--- src/rtl/temp_sample_ctrl_pkg.sv ---
// Shared definitions for the temperature sampling controller.
//   state_e      : FSM state encoding (3-bit)
//   Def*         : default values for the top-level parameters
//   cnt_width()  : counter width needed to reach a given terminal count
package temp_sample_ctrl_pkg;

  typedef enum logic [2:0] {
    StIdle   = 3'd0,
    StWait   = 3'd1,
    StReq    = 3'd2,
    StUpdate = 3'd3,
    StFault  = 3'd4
  } state_e;

  localparam int unsigned DefPeriod   = 50;
  localparam int unsigned DefTimeout  = 8;
  localparam logic [4:0]  DefMaxValid = 5'd30;

  // A terminal count of 0 still needs a 1-bit register.
  function automatic int unsigned cnt_width(input int unsigned terminal);
    return (terminal == 0) ? 1 : $clog2(terminal + 1);
  endfunction

endpackage

--- src/rtl/tsc_counter.sv ---
// Up-counter with synchronous clear/load and a terminal-count flag.
// Ports:
//   clock, reset : clock, asynchronous active-high reset
//   clear        : zero the count (highest priority)
//   load         : load load_val
//   load_val     : value for load
//   inc          : count up by one
//   tc           : count equals Terminal
module tsc_counter #(
  parameter int unsigned Width    = 4,
  parameter int unsigned Terminal = 15
) (
  input  logic             clock,
  input  logic             reset,
  input  logic             clear,
  input  logic             load,
  input  logic [Width-1:0] load_val,
  input  logic             inc,
  output logic             tc
);

  logic [Width-1:0] count;

  always_ff @(posedge clock or posedge reset) begin
    if (reset) begin
      count <= '0;
    end else if (clear) begin
      count <= '0;
    end else if (load) begin
      count <= load_val;
    end else if (inc) begin
      count <= count + Width'(1);
    end
  end

  assign tc = (count == Width'(Terminal));

endmodule

--- src/rtl/temp_sample_ctrl.sv ---
// Periodic temperature sampling controller.
// Requests a sample every PERIOD cycles, validates the returned code against
// MAX_VALID, publishes accepted codes with a one-cycle strobe and serves
// coalesced user read requests right after a valid update.
// Ports:
//   clock, reset   : clock, asynchronous active-high reset
//   enable         : run periodic sampling
//   adc_ack        : sensor acknowledge, adc_data valid while high
//   adc_data       : raw 5-bit temperature code
//   lect_req       : one-cycle user read request
//   clr_err        : one-cycle fault clear
//   adc_req        : sample request (registered)
//   temperatura    : last accepted temperature
//   en_m1          : one-cycle strobe, temperatura just updated
//   lect           : one-cycle read strobe
//   range_err      : sticky, out-of-range code rejected
//   timeout_err    : sticky, acknowledge did not arrive in time
//   sample_cnt     : accepted sample count (wraps)
module temp_sample_ctrl
  import temp_sample_ctrl_pkg::*;
#(
  parameter int unsigned PERIOD    = DefPeriod,
  parameter int unsigned TIMEOUT   = DefTimeout,
  parameter logic [4:0]  MAX_VALID = DefMaxValid
) (
  input  logic       clock,
  input  logic       reset,
  input  logic       enable,
  input  logic       adc_ack,
  input  logic [4:0] adc_data,
  input  logic       lect_req,
  input  logic       clr_err,
  output logic       adc_req,
  output logic [4:0] temperatura,
  output logic       en_m1,
  output logic       lect,
  output logic       range_err,
  output logic       timeout_err,
  output logic [7:0] sample_cnt
);

  localparam int unsigned PerW = cnt_width(PERIOD - 1);
  localparam int unsigned ToW  = cnt_width(TIMEOUT - 1);

  state_e state;
  logic   pend;
  logic   per_inc, per_clear, per_tc;
  logic   to_inc, to_clear, to_tc;

  // Counters run only in their own state and sit at zero everywhere else,
  // so entering WAIT or REQ always starts from a cleared count.
  assign per_inc   = (state == StWait);
  assign per_clear = !per_inc || per_tc;
  assign to_inc    = (state == StReq);
  assign to_clear  = !to_inc || to_tc;

  tsc_counter #(
    .Width   (PerW),
    .Terminal(PERIOD - 1)
  ) u_period (
    .clock   (clock),
    .reset   (reset),
    .clear   (per_clear),
    .load    (1'b0),
    .load_val('0),
    .inc     (per_inc),
    .tc      (per_tc)
  );

  tsc_counter #(
    .Width   (ToW),
    .Terminal(TIMEOUT - 1)
  ) u_timeout (
    .clock   (clock),
    .reset   (reset),
    .clear   (to_clear),
    .load    (1'b0),
    .load_val('0),
    .inc     (to_inc),
    .tc      (to_tc)
  );

  always_ff @(posedge clock or posedge reset) begin
    if (reset) begin
      state       <= StIdle;
      adc_req     <= 1'b0;
      temperatura <= '0;
      en_m1       <= 1'b0;
      lect        <= 1'b0;
      range_err   <= 1'b0;
      timeout_err <= 1'b0;
      sample_cnt  <= '0;
      pend        <= 1'b0;
    end else begin
      en_m1 <= 1'b0;
      lect  <= 1'b0;
      if (lect_req) begin
        pend <= 1'b1;
      end
      if (clr_err && (state != StFault)) begin
        range_err <= 1'b0;
      end
      case (state)
        StIdle: begin
          if (enable) begin
            state <= StWait;
          end
        end
        StWait: begin
          if (!enable) begin
            state <= StIdle;
          end else if (per_tc) begin
            state   <= StReq;
            adc_req <= 1'b1;
          end
        end
        StReq: begin
          if (!enable) begin
            state   <= StIdle;
            adc_req <= 1'b0;
          end else if (adc_ack) begin
            // The code is judged on the acknowledge edge so that en_m1 is
            // already high during the UPDATE cycle (one-cycle latency).
            state   <= StUpdate;
            adc_req <= 1'b0;
            if (adc_data <= MAX_VALID) begin
              temperatura <= adc_data;
              en_m1       <= 1'b1;
              sample_cnt  <= sample_cnt + 8'd1;
            end else begin
              range_err <= 1'b1;  // overrides a same-cycle clr_err
            end
          end else if (to_tc) begin
            state       <= StFault;
            adc_req     <= 1'b0;
            timeout_err <= 1'b1;
          end
        end
        StUpdate: begin
          // en_m1 high here means this update was accepted.
          if (en_m1 && pend) begin
            lect <= 1'b1;
            if (!lect_req) begin
              pend <= 1'b0;
            end
          end
          state <= enable ? StWait : StIdle;
        end
        StFault: begin
          if (clr_err) begin
            range_err   <= 1'b0;
            timeout_err <= 1'b0;
            state       <= StIdle;
          end
        end
        default: state <= StIdle;
      endcase
    end
  end

endmodule
--- config.mk ---
export PLATFORM = sky130hd
export DESIGN_NAME = temp_sample_ctrl
export DESIGN_NICKNAME = d
export VERILOG_FILES = /design/src/rtl/temp_sample_ctrl_pkg.sv /design/src/rtl/tsc_counter.sv /design/src/rtl/temp_sample_ctrl.sv
export SDC_FILE = /design/constraint.sdc
export NUM_CORES = 1
export LEC_CHECK = 0
export ABC_AREA = 1
export ABC_CLOCK_PERIOD_IN_PS = 1700
export CAP_MARGIN = 30
export CORE_ASPECT_RATIO = 1.5
export CORE_UTILIZATION = 51
export CTS_CLUSTER_SIZE = 16
export DETAILED_ROUTE_END_ITERATION = 16
export GPL_ROUTABILITY_DRIVEN = 0
export PLACE_DENSITY = 0.78
export SYNTH_ARGS = -nofsm -noshare
export SYNTH_HDL_FRONTEND = slang
export SYNTH_SLANG_ARGS = --single-unit
--- constraint.sdc ---
create_clock -name clock -period 1.7 [get_ports clock]
set_input_delay 0.51 -clock clock [delete_from_list [all_inputs] [get_ports clock]]
set_output_delay 0.51 -clock clock [all_outputs]
set_load 0.005 [all_outputs]
==> impl.org, run 1 <==
** Clock network
- CTS built an H-tree with a depth of 2.
- Total CTS buffers :: 5
- The clock drives 31 sinks.
- In this run the clock root is driven by a sky130_fd_sc_hd__clkbuf_8.
- Skew-Pair Late Insertion Delay :: 280 ps
- After clock tree synthesis, the clock-pin slew on the worst setup and hold paths is about 70 ps.
- TritonCTS clock tree :: built
- Hold bufs inserted after CTS :: 0
- No sink is reached through more buffers than the 2 on the longest clock path.

** Synthesis
- When the netlist entered floorplanning its net count stood at around 210.
- Ys async rst share :: 100.0%
- The commonest cells after synthesis are sky130_fd_sc_hd__nand2_1, sky130_fd_sc_hd__dfrtp_1, sky130_fd_sc_hd__inv_1.
- Synth Flop Type :: sky130_fd_sc_hd__dfrtp_1
- Counting distinct cell types in the post-synthesis netlist gives 23.
- Synthesis Warnings :: 0
- The biggest area contributor in the post-synthesis netlist is sky130_fd_sc_hd__dfrtp_1.
- The cell area that synthesis handed to floorplanning was between 1500 and 2000 µm².
- Yosys attributes the largest share of cell area to sky130_fd_sc_hd__dfrtp_1, sky130_fd_sc_hd__nand2_1, sky130_fd_sc_hd__inv_1, sky130_fd_sc_hd__nor2_1, sky130_fd_sc_hd__ha_1.
- Mapped Avg Cell Area :: ~8 µm²
- Number of instances in the synthesized netlist :: around 190
- For this run, the register share of the synthesized area comes to approximately half.
- The synthesized design contains 31 register bits.
- The synthesized design contains 0 enable-type register cells.
- Yosys instantiated no cell more often than sky130_fd_sc_hd__nand2_1.
- After synthesis, the largest area contributor takes up between 50 and 60% of total cell area.

** STA
- Clock Skews :: 4.791 ps
- The routed design could run at a clock period as short as about 1700 ps.
- For this run, the top clock speed supported by timing is 598.0 MHz.
- Number of max-slew violations in the final report :: 0
- Final hold violation count :: 0
- Final hold slack :: 439.3 ps
- Transition time of the tightest slew-check pin :: approximately 270 ps
- Across all setup checks in the final design, the least slack found is between 20 and 30 ps.
- Tightest slew margin relative to the limit :: 82.02%
- Count of endpoints failing setup in the final report :: 0
- Setup repair after global routing left no endpoint under its margin.
- Final-layout setup total negative slack :: 0 ps
- Period utilization :: between 90% and 100%

** Global routing
- The number of antenna violations at the first check in global routing is 0.
- Global-route wire length before repair :: just under 6000 µm
- Maximum number of pins on one net before global-route repair :: 32
- Combined global-route utilization of all metal layers :: between 20% and 30%
- After global routing the overflow that remains totals 0.
- Number of global-route vias before repair :: approximately 1400

** Min path
- Counting instances, the worst hold path has a depth of 1.
- Worst Hold Class :: register to register
- The startpoint identified for the worst hold timing path is u_timeout.count[0]$_DFFE_PP0P_.
- The path with the worst hold slack has its endpoint at u_timeout.count[0]$_DFFE_PP0P_.

** Final layout
- Share of final-layout standard cells stronger than drive strength 1 :: a little under an eighth
- The area growth from synthesis to layout is 34.28%.
- # diodes :: 0
- Layout filler cell count :: 237
- Fin nets :: 255

** Setup path
- Total buffers and inverters traversed by the critical path :: 1
- For the worst setup path, the data required time is 1190 ps.
- Minimum setup slack among reg-to-reg paths :: slightly above 300 ps
- Crit path cell chain :: clkdlybuf4s50_1
- Reg-to-reg critical path endpoint :: sample_cnt[2]$_DFFE_PP0P_
- Along the worst path, the maximum fanout reaches 2.
- Worst r2r src :: state[0]$_DFFE_PP0P_
- The cell family contributing the most delay on the critical path is buffers and inverters.
- In this run the number of cells on the critical path is 1.
- Worst Setup Start Kind :: register
- The largest single stage delay on the critical path is ~510 ps.
- Startpoint-to-endpoint class of the critical path :: register to output pin
- Slowest CP cell :: sky130_fd_sc_hd__clkdlybuf4s50_1
- Data arrives at the worst endpoint at about 1200 ps.
- The worst setup path is captured at an output pin.
- The number of cells on the worst reg-to-reg path is 6.

** Floorplan
- Die area :: around 3300 µm²
- In this run the horizontal extent of the chip is ~47 µm.
- Total number of placement rows :: 24
- Area inside the core boundary :: about 2900 µm²
- Die Y :: between 60 and 70 µm
- Initial Util :: a little over half
- Pin placement for this block handled 29 I/O pins.

** Run
- Count of max-cap constraint violations :: 0

** Run status
- The flow ran to the end, and the final reports show no timing, DRC or antenna violations.

** Placed design
- The HPWL after detailed placement is about 2500 µm.
- Pre-CTS WS :: -154.0 ps
- During placement, the flow inserted port buffers numbering 28.

** Pwr
- Cell internal power was estimated by the tool at roughly 1.7 mW.
- In this run the power spent charging and discharging nets is 0.8088 mW.
- Of the total power, the share spent switching nets is approximately a third.
- Combinational power share :: a little under a third
- Reg power frac :: about two fifths
- For this design the ratio of total power to cell area is around 1200 nW/µm².
- IR analysis of the VDD net gives a maximum drop of roughly 0.00095 V.
- Clk pwr share :: 27.4%
- For this design the static power due to leakage is 1.160 nW.

** Routing
- Post-Route WL :: approximately 3500 µm
- Vias/cell :: 5.029
- In this run, the number of DRC markers left after iteration 0 of detailed routing was 38.
- After detailed routing, the average wire length per cell comes to roughly 13 µm.
- After detailed routing, the number of remaining DRC violations is 0.
- In this run the remaining antenna-violating nets after routing total 0.
- The detailed router placed roughly 1400 vias in this run.
- First-pass iteration count of the detailed router :: 4
## power groups by stage
stage	Combinational [mW]	Sequential, mW	Clock (mW)
3_5_place_dp	0.716	1.07	0
2_1_floorplan	0.389	1.04	0
6_report	0.798	1.04	0.696
3_3_place_gp	0.682	1.05	0
4_1_cts	0.783	1.04	0.704
5_1_grt	0.881	1.06	0.734
## cell families (layout without fill, tap and decap cells)
| group | after synthesis | in the layout | share of synthesized area, % |
|---|---|---|---|
| compound gates | 11 | 11 | 4.041 |
| xor+xnor | 6 | 6 | 3.396 |
| fa+ha+maj | 5 | 5 | 4.042 |
| buf+inv | 32 | 78 | 8.569 |
| flops | 31 | 31 | 50.12 |
| simple gates | 108 | 108 | 29.83 |
## worst max path at each step
stage / slack, ps / endpoint / start
3_5_place_dp: -150 / sample_cnt[4]$_DFFE_PP0P_ / adc_data[3]
5_1_grt: 1 / temperatura[4] / temperatura[4]$_DFFE_PP0P_
3_3_place_gp: -130 / temperatura[1]$_DFFE_PP0P_ / adc_data[2]
2_1_floorplan: 450 / sample_cnt[4]$_DFFE_PP0P_ / adc_data[4]
6_report: 30 / temperatura[0] / temperatura[0]$_DFFE_PP0P_
4_1_cts: 3 / sample_cnt[7] / sample_cnt[7]$_DFFE_PP0P_
## sequential cells by signal, summed over array words and instances (netlist names), 3 cells and up
register / count
sample_cnt: 8
u_period.count: 6
state: 3
u_timeout.count: 3
temperatura: 5
## stage by stage
stage	cell area, µm²	total power, mW	util [%]	instances
after floorplan	1548	1.427	-	193
after global placement	1901	1.734	65.93	262
after detailed placement	1901	1.783	65.93	262
after CTS	2048	2.528	71.05	275
after global routing	2078	2.671	72.09	278
final	2078	2.537	72.09	278
## routing by layer
metal | part of all wire (%) | GRT usage (%)
met5 | 0 | 0
met4 | 1.8 | 10.48
met3 | 3.9 | 5.990
met2 | 54 | 42.59
met1 | 40 | 26.54
## layout by cell type, fill, tap and decap left out, drive strengths merged
cell | Yosys | final
nor3 | 2 | 2
or2 | 1 | 1
nand3 | 10 | 10
nand4 | 7 | 7
buf | 2 | 13
o21ai | 6 | 6
inv | 29 | 29
clkdlybuf4s50 | 0 | 24
a21oi | 2 | 2
ha | 5 | 5
xnor2 | 3 | 3
o21bai | 2 | 2
bufinv | 0 | 1
xor2 | 3 | 3
dlygate4sd2 | 0 | 1
nor2 | 24 | 24
clkinv | 1 | 1
clkbuf | 0 | 6
a21o | 1 | 1
nand2 | 64 | 64
dlymetal6s2s | 0 | 3
dfrtp | 31 | 31
## final cells by class
| class | count | area, µm² | share of cell area, % |
|---|---|---|---|
| Sequential cell | 31 | 777.0 | 37.39 |
| Timing Repair Buffer | 41 | 396.6 | 19.08 |
| Clock inverter | 1 | 30.03 | 1.445 |
| Inverter | 30 | 113.9 | 5.479 |
| Tap cell | 39 | 48.80 | 2.348 |
| Multi-Input combinational cell | 130 | 639.4 | 30.76 |
| Clock buffer | 6 | 72.57 | 3.492 |
## worst reg2reg max path: stages, from the launching register on
cell	delay [ps]
sky130_fd_sc_hd__dfrtp_1	450
sky130_fd_sc_hd__inv_2	110
sky130_fd_sc_hd__nand2_1	110
sky130_fd_sc_hd__nor3_4	180
sky130_fd_sc_hd__nand2_4	100
sky130_fd_sc_hd__buf_4	150
sky130_fd_sc_hd__o21ai_0	180
## what timing repair did
action | CTS | global route
hold endpoints to repair | 0 | 0
resized for setup | 2 | 3
setup buffers | 6 | 3
setup endpoints to repair | 7 | 6
pin swaps | 0 | 0
Power figures use the tool's default switching activity.
==> inputs of run 2 (changes only) <==
GPL_ROUTABILITY_DRIVEN = not set   (was 0)
==> results of run 2 <==
Final layout, timing and power as in run 1 (identical DEF).
